### src/rtl/uart_pkg.sv
// Shared UART types, constants and baud-divider helper, used by uart_rx now and uart_tx later.
package uart_pkg;

    typedef enum logic [2:0] {
        IDLE,
        START,
        DATA,
        STOP,
        BREAK
    } uart_state_e;

    localparam int UART_DATA_BITS = 8;

    // Rounded clock cycles per oversample tick.
    function automatic int uart_div(input int clock_freq, input int baud, input int oversample);
        int den;
        den = baud * oversample;
        return (clock_freq + den / 2) / den;
    endfunction

endpackage

### src/rtl/uart_rx_if.sv
// Byte-side handshake of the UART receiver: ready/valid data plus one-cycle error pulses.
interface uart_rx_if;
    import uart_pkg::*;

    logic [UART_DATA_BITS-1:0] data_bits;
    logic                      data_valid;
    logic                      data_ready;
    logic                      framing_error;
    logic                      overrun;

    modport master (
        output data_bits,
        output data_valid,
        output framing_error,
        output overrun,
        input  data_ready
    );

    modport slave (
        input  data_bits,
        input  data_valid,
        input  framing_error,
        input  overrun,
        output data_ready
    );

endinterface

### src/rtl/uart_tick_gen.sv
// Oversample tick generator: one-cycle tick every DIV cycles, phase realigned by restart.
module uart_tick_gen
    import uart_pkg::*;
#(
    parameter int DIV = 27
) (
    input  logic clock,
    input  logic reset_n,
    input  logic restart,
    output logic tick
);

    localparam int            CW   = (DIV > 1) ? $clog2(DIV) : 1;
    localparam logic [CW-1:0] LAST = CW'(DIV - 1);

    logic [CW-1:0] cnt_q;

    always_ff @(posedge clock or negedge reset_n) begin
        if (!reset_n) begin
            cnt_q <= '0;
        end else if (restart || (cnt_q == LAST)) begin
            cnt_q <= '0;
        end else begin
            cnt_q <= cnt_q + 1'b1;
        end
    end

    assign tick = (cnt_q == LAST) && !restart;

endmodule

### src/rtl/uart_rx.sv
// 8-N-1 UART receiver: synchronizer, oversampled majority-vote framing FSM, single-entry holding register.
module uart_rx
    import uart_pkg::*;
#(
    parameter int CLOCK_FREQ = 50_000_000,
    parameter int BAUD_RATE  = 115_200,
    parameter int OVERSAMPLE = 16
) (
    input  logic       clock,
    input  logic       reset_n,
    input  logic       io_rxd,
    uart_rx_if.master  io
);

    localparam int            DIV    = uart_div(CLOCK_FREQ, BAUD_RATE, OVERSAMPLE);
    localparam int            SW     = $clog2(OVERSAMPLE);
    localparam logic [SW-1:0] VOTE_A = SW'(OVERSAMPLE / 2 - 1);
    localparam logic [SW-1:0] VOTE_B = SW'(OVERSAMPLE / 2);
    localparam logic [SW-1:0] VOTE_C = SW'(OVERSAMPLE / 2 + 1);
    localparam logic [2:0]    LAST_BIT = 3'(UART_DATA_BITS - 1);

    logic [1:0]                sync_q;
    logic [1:0]                warm_q;
    logic                      prev_q;
    uart_state_e               state_q;
    logic [SW-1:0]             samp_q;
    logic [SW-1:0]             samp_d;
    logic [2:0]                bit_q;
    logic [1:0]                vote_q;
    logic [UART_DATA_BITS-1:0] shift_q;
    logic [UART_DATA_BITS-1:0] data_q;
    logic                      valid_q;
    logic                      fe_q;
    logic                      ov_q;

    logic rxd_s;
    logic start_edge;
    logic restart;
    logic tick;
    logic vote_now;
    logic maj;

    // The synchronizer resets to idle-high, so its output is only trusted once
    // real line samples have propagated through both flops (warm_q[1]); this keeps
    // a line held low across reset release from looking like a start edge.
    always_ff @(posedge clock or negedge reset_n) begin
        if (!reset_n) begin
            sync_q <= 2'b11;
            warm_q <= 2'b00;
            prev_q <= 1'b0;
        end else begin
            sync_q <= {sync_q[0], io_rxd};
            warm_q <= {warm_q[0], 1'b1};
            if (warm_q[1]) begin
                prev_q <= rxd_s;
            end
        end
    end

    assign rxd_s      = sync_q[1];
    assign start_edge = warm_q[1] && prev_q && !rxd_s;
    assign restart    = (state_q == IDLE) && start_edge;

    uart_tick_gen #(
        .DIV (DIV)
    ) u_tick_gen (
        .clock   (clock),
        .reset_n (reset_n),
        .restart (restart),
        .tick    (tick)
    );

    assign samp_d   = samp_q + 1'b1;
    assign vote_now = tick && (samp_d == VOTE_C);
    assign maj      = (vote_q[0] & vote_q[1]) | (vote_q[0] & rxd_s) | (vote_q[1] & rxd_s);

    always_ff @(posedge clock or negedge reset_n) begin
        if (!reset_n) begin
            state_q <= IDLE;
            samp_q  <= '0;
            bit_q   <= '0;
            vote_q  <= '0;
            shift_q <= '0;
            data_q  <= '0;
            valid_q <= 1'b0;
            fe_q    <= 1'b0;
            ov_q    <= 1'b0;
        end else begin
            fe_q <= 1'b0;
            ov_q <= 1'b0;
            if (valid_q && io.data_ready) begin
                valid_q <= 1'b0;
            end
            // The sample index keeps running across bits: it wraps every
            // OVERSAMPLE ticks, so every bit centre lands on the same indices.
            if (tick) begin
                samp_q <= samp_d;
                if (samp_d == VOTE_A) vote_q[0] <= rxd_s;
                if (samp_d == VOTE_B) vote_q[1] <= rxd_s;
            end
            case (state_q)
                IDLE: begin
                    if (start_edge) begin
                        state_q <= START;
                        samp_q  <= '0;
                        bit_q   <= '0;
                    end
                end
                START: begin
                    if (vote_now) begin
                        state_q <= maj ? IDLE : DATA;
                    end
                end
                DATA: begin
                    if (vote_now) begin
                        shift_q <= {maj, shift_q[UART_DATA_BITS-1:1]};
                        bit_q   <= bit_q + 1'b1;
                        if (bit_q == LAST_BIT) begin
                            state_q <= STOP;
                        end
                    end
                end
                STOP: begin
                    if (vote_now) begin
                        if (maj) begin
                            state_q <= IDLE;
                            if (!valid_q || io.data_ready) begin
                                data_q  <= shift_q;
                                valid_q <= 1'b1;
                            end else begin
                                ov_q <= 1'b1;
                            end
                        end else begin
                            state_q <= BREAK;
                            fe_q    <= 1'b1;
                        end
                    end
                end
                BREAK: begin
                    if (rxd_s) begin
                        state_q <= IDLE;
                    end
                end
                default: state_q <= IDLE;
            endcase
        end
    end

    assign io.data_bits     = data_q;
    assign io.data_valid    = valid_q;
    assign io.framing_error = fe_q;
    assign io.overrun       = ov_q;

endmodule

### src/flat_wrapper.sv
// flat-port wrapper written by rule: the top's interface ports become plain ports
module uart_rx_flat import uart_pkg::*;
#(
    parameter int CLOCK_FREQ = 50_000_000,
    parameter int BAUD_RATE  = 115_200,
    parameter int OVERSAMPLE = 16
)
  (clock, reset_n, io_rxd, io_data_bits, io_data_valid, io_framing_error, io_overrun, io_data_ready);
  uart_rx_if io_i ();
  input  logic clock;
  input  logic reset_n;
  input  logic io_rxd;
  output wire logic [$bits(io_i.data_bits)-1:0] io_data_bits;
  output wire logic [$bits(io_i.data_valid)-1:0] io_data_valid;
  output wire logic [$bits(io_i.framing_error)-1:0] io_framing_error;
  output wire logic [$bits(io_i.overrun)-1:0] io_overrun;
  input wire logic [$bits(io_i.data_ready)-1:0] io_data_ready;
  assign io_data_bits = io_i.data_bits;
  assign io_data_valid = io_i.data_valid;
  assign io_framing_error = io_i.framing_error;
  assign io_overrun = io_i.overrun;
  assign io_i.data_ready = io_data_ready;
  uart_rx #(.CLOCK_FREQ(CLOCK_FREQ), .BAUD_RATE(BAUD_RATE), .OVERSAMPLE(OVERSAMPLE)) u_core (.clock(clock), .reset_n(reset_n), .io_rxd(io_rxd), .io(io_i));
endmodule
### config.mk
export PLATFORM = sky130hd
export DESIGN_NAME = uart_rx_flat
export DESIGN_NICKNAME = d
export VERILOG_FILES = /design/src/rtl/uart_pkg.sv /design/src/rtl/uart_rx_if.sv /design/src/rtl/uart_tick_gen.sv /design/src/rtl/uart_rx.sv /design/src/flat_wrapper.sv
export SDC_FILE = /design/constraint.sdc
export NUM_CORES = 1
export LEC_CHECK = 0
export ABC_AREA = 1
export CAP_MARGIN = 20
export CELL_PAD_IN_SITES_DETAIL_PLACEMENT = 2
export CELL_PAD_IN_SITES_GLOBAL_PLACEMENT = 2
export CORE_MARGIN = 3
export CORE_UTILIZATION = 38
export CTS_CLUSTER_SIZE = 24
export DETAILED_ROUTE_END_ITERATION = 6
export PLACE_DENSITY_LB_ADDON = 0.1
export SKIP_LAST_GASP = 1
export SYNTH_ARGS = -nofsm -noshare
export SYNTH_HDL_FRONTEND = slang
export SYNTH_HIERARCHICAL = 1
export SYNTH_SLANG_ARGS = --single-unit
### constraint.sdc
create_clock -name clock -period 4.6 [get_ports clock]
set_input_delay 0.69 -clock clock [delete_from_list [all_inputs] [get_ports clock]]
set_output_delay 0.69 -clock clock [all_outputs]
set_load 0.02 [all_outputs]
### After elaboration in Yosys (flattened, before gate mapping)

Cells that the tools add are included.

* flip-flop bits (word level): 41
* logic and storage cells: 84

* add/sub/neg operators: 3
* equality and inequality tests: 15
* mux-type cells: 28
* bitwise operators: 5
* reduce and logical (&&, ||, !) cells: 19

Operators by type and width (count)
* 3-bit 2-to-1 mux: 9
* 3-bit case mux with 5 select lines: 1
* 1-bit 2-to-1 mux: 12
* 4-bit 2-to-1 mux: 3
* 2-bit by 1-bit != test with 1-bit output, second input constant: 6
* 4-bit == test, second input constant: 2
* 3-bit by 2-bit == test with 1-bit output, second input constant: 2
* 3-bit == test, second input constant: 2
* 1-bit logical AND: 6
* 3-bit case mux with 2 select lines: 1
* 2-bit AND reduction: 3
* 6-bit AND reduction: 1
* 5-bit by 1-bit adder with 5-bit output, second input constant: 1
* 5-bit == test, second input constant: 1
* 5-bit 2-to-1 mux: 1
* 4-bit by 1-bit adder with 4-bit output, second input constant: 1
* 4-bit by 3-bit == test with 1-bit output, second input constant: 1
* 4-bit AND reduction: 1
* 3-bit by 1-bit adder with 3-bit output, second input constant: 1
* 1-bit bitwise AND: 3
* 3-bit by 1-bit == test with 1-bit output, second input constant: 1
* 1-bit logical NOT: 3
* 3-bit logical NOT: 1
* 3-bit AND reduction: 1
* 4 further kinds: 6

### Longest topological paths before layout

* word-level depth: 8
* gate-level depth with buffers: 13
* gate-level depth less buffers: 13

### Cells and area by module

The synthesis kept the hierarchy.

By module, submodules not included
* uart_rx: times used 1, cells an instance 193, area each 1665.3 sq um
* uart_tick_gen: times used 1, cells an instance 31, area each 260.2 sq um

### Worst setup path after synthesis

Ideal clock, no wire load.

* kind: reg-to-reg
* from: register u_core.sync_q[1]
* to: register u_core.shift_q[7]
* data arrival time: 1626 ps
* slack: 2843 ps
* stages on the path, launching flop included: 11
* path buffers: 1
* period minus slack after synthesis: 1757 ps
* cell sequence: dfstp_2 -> nor2_1 -> nand2_1 -> nor2_1 -> nor2_1 -> nand2_1 -> nor2_4 -> buf_6 -> nand2_2 -> nand2_1 -> o21ai_1

* word-level cells in the longest chain between the ends: 7

RTL lines
* from (decl): line uart_rx.sv:22 `logic [1:0] sync_q;`
* from (signal assigned): line uart_rx.sv:52 `sync_q <= {sync_q[0], io_rxd};`
* 1-bit logical NOT: line uart_rx.sv:61 `assign start_edge = warm_q[1] && prev_q && !rxd_s;`
* 1-bit logical AND: line uart_rx.sv:61
* 1-bit logical AND: line uart_rx.sv:62 `assign restart = (state_q == IDLE) && start_edge;`
* net u_core.restart: line uart_rx.sv:38 `logic restart;`
* 1-bit logical NOT: line uart_tick_gen.sv:28 `assign tick = (cnt_q == LAST) && !restart;`
* 1-bit logical AND: line uart_tick_gen.sv:28
* net u_core.tick: line uart_rx.sv:39 `logic tick;`
* 1-bit logical AND: line uart_rx.sv:74 `assign vote_now = tick && (samp_d == VOTE_C);`
* 2-bit AND reduction (no line)
* to (signal assigned): line uart_rx.sv:116 `shift_q <= {maj, shift_q[UART_DATA_BITS-1:1]};`
* to (decl): line uart_rx.sv:30 `logic [UART_DATA_BITS-1:0] shift_q;`

The timed path passes the listed nets, and every way through them passes these cells.
A chain may end at the register's enable or synchronous reset.

### Worst setup path after layout

* from: register u_core.sync_q[1]
* to: register u_core.data_q[6] (netlist: u_core/io.data_bits[6])

* word-level cells in the longest chain between the ends: 7

RTL lines
* 1-bit logical NOT: line uart_rx.sv:61
* 1-bit logical AND: line uart_rx.sv:61
* 1-bit logical AND: line uart_rx.sv:62
* net u_core.restart: line uart_rx.sv:38
* 1-bit logical NOT: line uart_tick_gen.sv:28
* 1-bit logical AND: line uart_tick_gen.sv:28
* net u_core.tick: line uart_rx.sv:39
* 1-bit logical AND: line uart_rx.sv:74
* 4-bit AND reduction (no line)
* to (signal assigned): line uart_rx.sv:128 `data_q <= shift_q;`
* to (decl): line uart_rx.sv:31 `logic [UART_DATA_BITS-1:0] data_q;`

The timed path passes the listed nets, and every way through them passes these cells.

==> run_results.csv <==
group,metric,value,unit
status,outcome,"completed",
critical_path,cp_data_required_time,4780,ps
power_and_ir_drop,leakage,0.001134,uW
critical_path,timing_worst_setup_path_type,"register to register",
cells_and_area,syn_to_final_growth,14.42,%
clocking,clkSinkCount,41,
timing,setup_slack,2149,ps
power_and_ir_drop,p_per_area,447.8,nW/um^2
timing,drv_slew,0,
floorplanning,die_h,77.19,um
timing,fin_skew,9.959,ps
cells_and_area,mostFrequentLayoutCells,"nand2_1, dfrtp_1, nor2_1",
place,hpwl,3700,um
critical_path,path_buf_inv,0,
critical_path,path_delay_family,"simple AND/OR/NAND/NOR gates",
route,wl_per_cell,15.79,um
cells_and_area,multi_input_area,794.5,um^2
logic_synthesis,synth-seq-area-share,53.41,%
cells_and_area,nFillCells,577,
timing,fin_crit,2451,ps
timing,tightest_slew,919.8,ps
route,postRouteAntennaNets,0,
route,drc,0,
critical_path,end_kind,"register",
worst_hold_path,worstHoldPathType,"register to register",
timing,tns,0,ps
critical_path,cpPeakStageDelay,550,ps
place,place_congestion,0.7449,
route,via_count,1589,
floorplanning,coreArea,4817,um^2
floorplanning,die_x,77.19,um
grt,grt_max_degree,42,
clocking,htreeDepth,2,
critical_path,slowest_stage,"dfstp_2",
timing,rsz0062_at_grt,"false",
place,place_ws,2175,ps
floorplanning,floorplan.initialDensity,39.97,%
place,port_buffers,14,
logic_synthesis,ys_types,24,
route,first_iter_violations,58,
critical_path,critPathMostFrequentCell,"nand2_1",
critical_path,worstPathCellList,"nor2_1, nand2_1, nor2_1, nor2_1, nand2_1, nor2_4, nand3_2, nand2_1, nand2_1",
clocking,clk_pin_slew,70,ps
cells_and_area,postLayoutCellArea,2203,um^2
grt,grt_util_all_layers,18.23,%
cells_and_area,mostFrequentLayoutCell,"nand2_1",
timing,period_share,53.28,%
place,place_area,2113,um^2
cells_and_area,layout.nets,253,
clocking,cts-buffers-inserted,5,
floorplanning,dieArea,5958,um^2
logic_synthesis,postSynthCellCount,224,
clocking,clk_latency,290,ps
timing,timing_hold_violations_final,0,
clocking,cts_tree,"built",
power_and_ir_drop,vdd_drop_max,0.0002300,V
grt,grt_pass1_vias,1825,
logic_synthesis,synth.cell_area,1926,um^2
cells_and_area,n_antenna_cell,0,
cells_and_area,drive_above_1_share,8.714,%
logic_synthesis,syn_avg_cell_area,8.596,um^2
clocking,clk_path_buf_depth,2,
floorplanning,pin_count,15,
timing,max_freq,0.4080,GHz
critical_path,worstPathArrival,2630,ps
route,firstDrtPassIters,4,
critical_path,worst-path-max-fanout,20,
logic_synthesis,synth_seq_cells,41,
job,drv_cap,0,
clocking,post_cts_buffers,0,
route,vias_per_cell,5.159,
route,routed_wirelength,4864,um
floorplanning,placementRows,25,
timing,setup_viol,0,
grt,grt_first_pass_wirelength,8680,um
logic_synthesis,synth_warnings,6,
cells_and_area,seqCellArea,1028,um^2
clocking,cts_repair_resize_count,0,
clocking,ctsHoldBuffers,0,
grt,grt_overflow,0,
clocking,clockRootBuffer,"clkbuf_8",
logic_synthesis,syn_nets,236,
grt,antenna_found_initial,0,
critical_path,cp-start-kind,"register",
timing,slew_headroom,38.68,%
## per-stage QoR
stage	util (%)	power (uW)	instances	hold WS [ps]
after floorplan	-	665.5	224	331.2
after global placement	43.87	722.7	301	335.2
after detailed placement	43.87	760.0	301	344.2
after CTS	45.74	1003	308	361.5
after global routing	45.74	1071	308	374.0
final	45.74	986.7	308	364.3
## layer usage
layer,track usage [%],wire length (um),vias up
li1,-,-,755
met1,22.43,2212,808
met2,32.30,2447,19
met3,3.638,133,7
met4,4.982,70,0
met5,0,0,-
## sequential cells by signal, indices dropped and copies added (netlist names), 3 cells and up
signal / count
u_core/samp_q: 4
u_core/bit_q: 3
u_core/io.data_bits: 8
u_core/state_q: 3
u_core/shift_q: 8
u_core/u_tick_gen/cnt_q: 5
## power breakdown
group | internal, uW | switching (uW) | total (uW)
clock network | 119 | 118 | 237
logic | 91.1 | 180 | 271
registers | 410 | 68.9 | 479
## cells in the mapped netlist (all sizes together)
library cell / n / area [um^2]
inv: 19 / 71.32
clkbuf: 1 / 3.750
a211oi: 1 / 7.510
nand4: 16 / 100.1
nand3: 20 / 110.1
o22ai: 1 / 6.260
dfstp: 2 / 52.55
dfrtp: 39 / 975.9
xnor2: 1 / 8.760
a21oi: 4 / 20.02
o21ai: 5 / 25.02
ha: 8 / 100.1
buf: 3 / 27.52
nor2: 22 / 95.09
conb: 1 / 3.750
nand3b: 1 / 7.510
nand2: 80 / 310.3
## path summary, 6_finish.rpt
check                      slack, ps                       to  depth (start not counted)        startpoint
max                             2150   u_core/io.data_bits[6]                          9  u_core/sync_q[1]
min in group asynchronous        540  u_core/io.framing_error                          1           reset_n
max in group asynchronous       3490        u_core/shift_q[4]                          1           reset_n
max reg2reg                     2150   u_core/io.data_bits[6]                          9  u_core/sync_q[1]
min reg2reg                      360         u_core/warm_q[1]                          0  u_core/warm_q[0]
min                              360         u_core/warm_q[1]                          0  u_core/warm_q[0]
## area by class of cell
type                       instances  area share [%]
sequential                        41           46.68
multi-input combinational        160           36.06
timing repair buffer              14           6.133
tap                               67           3.805
clock buffer                       6           3.748
inverter                          19           3.237
clock inverter                     1          0.3407
## logic make-up after synthesis
group	count (synthesis)	share of synthesized area (%)
AOI/OAI and AO/OA	11	3.054
xor gates and xnor gates	1	0.4549
adders and majority gates	8	5.198
buffers and inverters	23	5.328
DFF	41	53.41
other	1	0.1947
and+or+nand+nor	139	32.36
No activity file was read; power rests on OpenSTA's default activity.
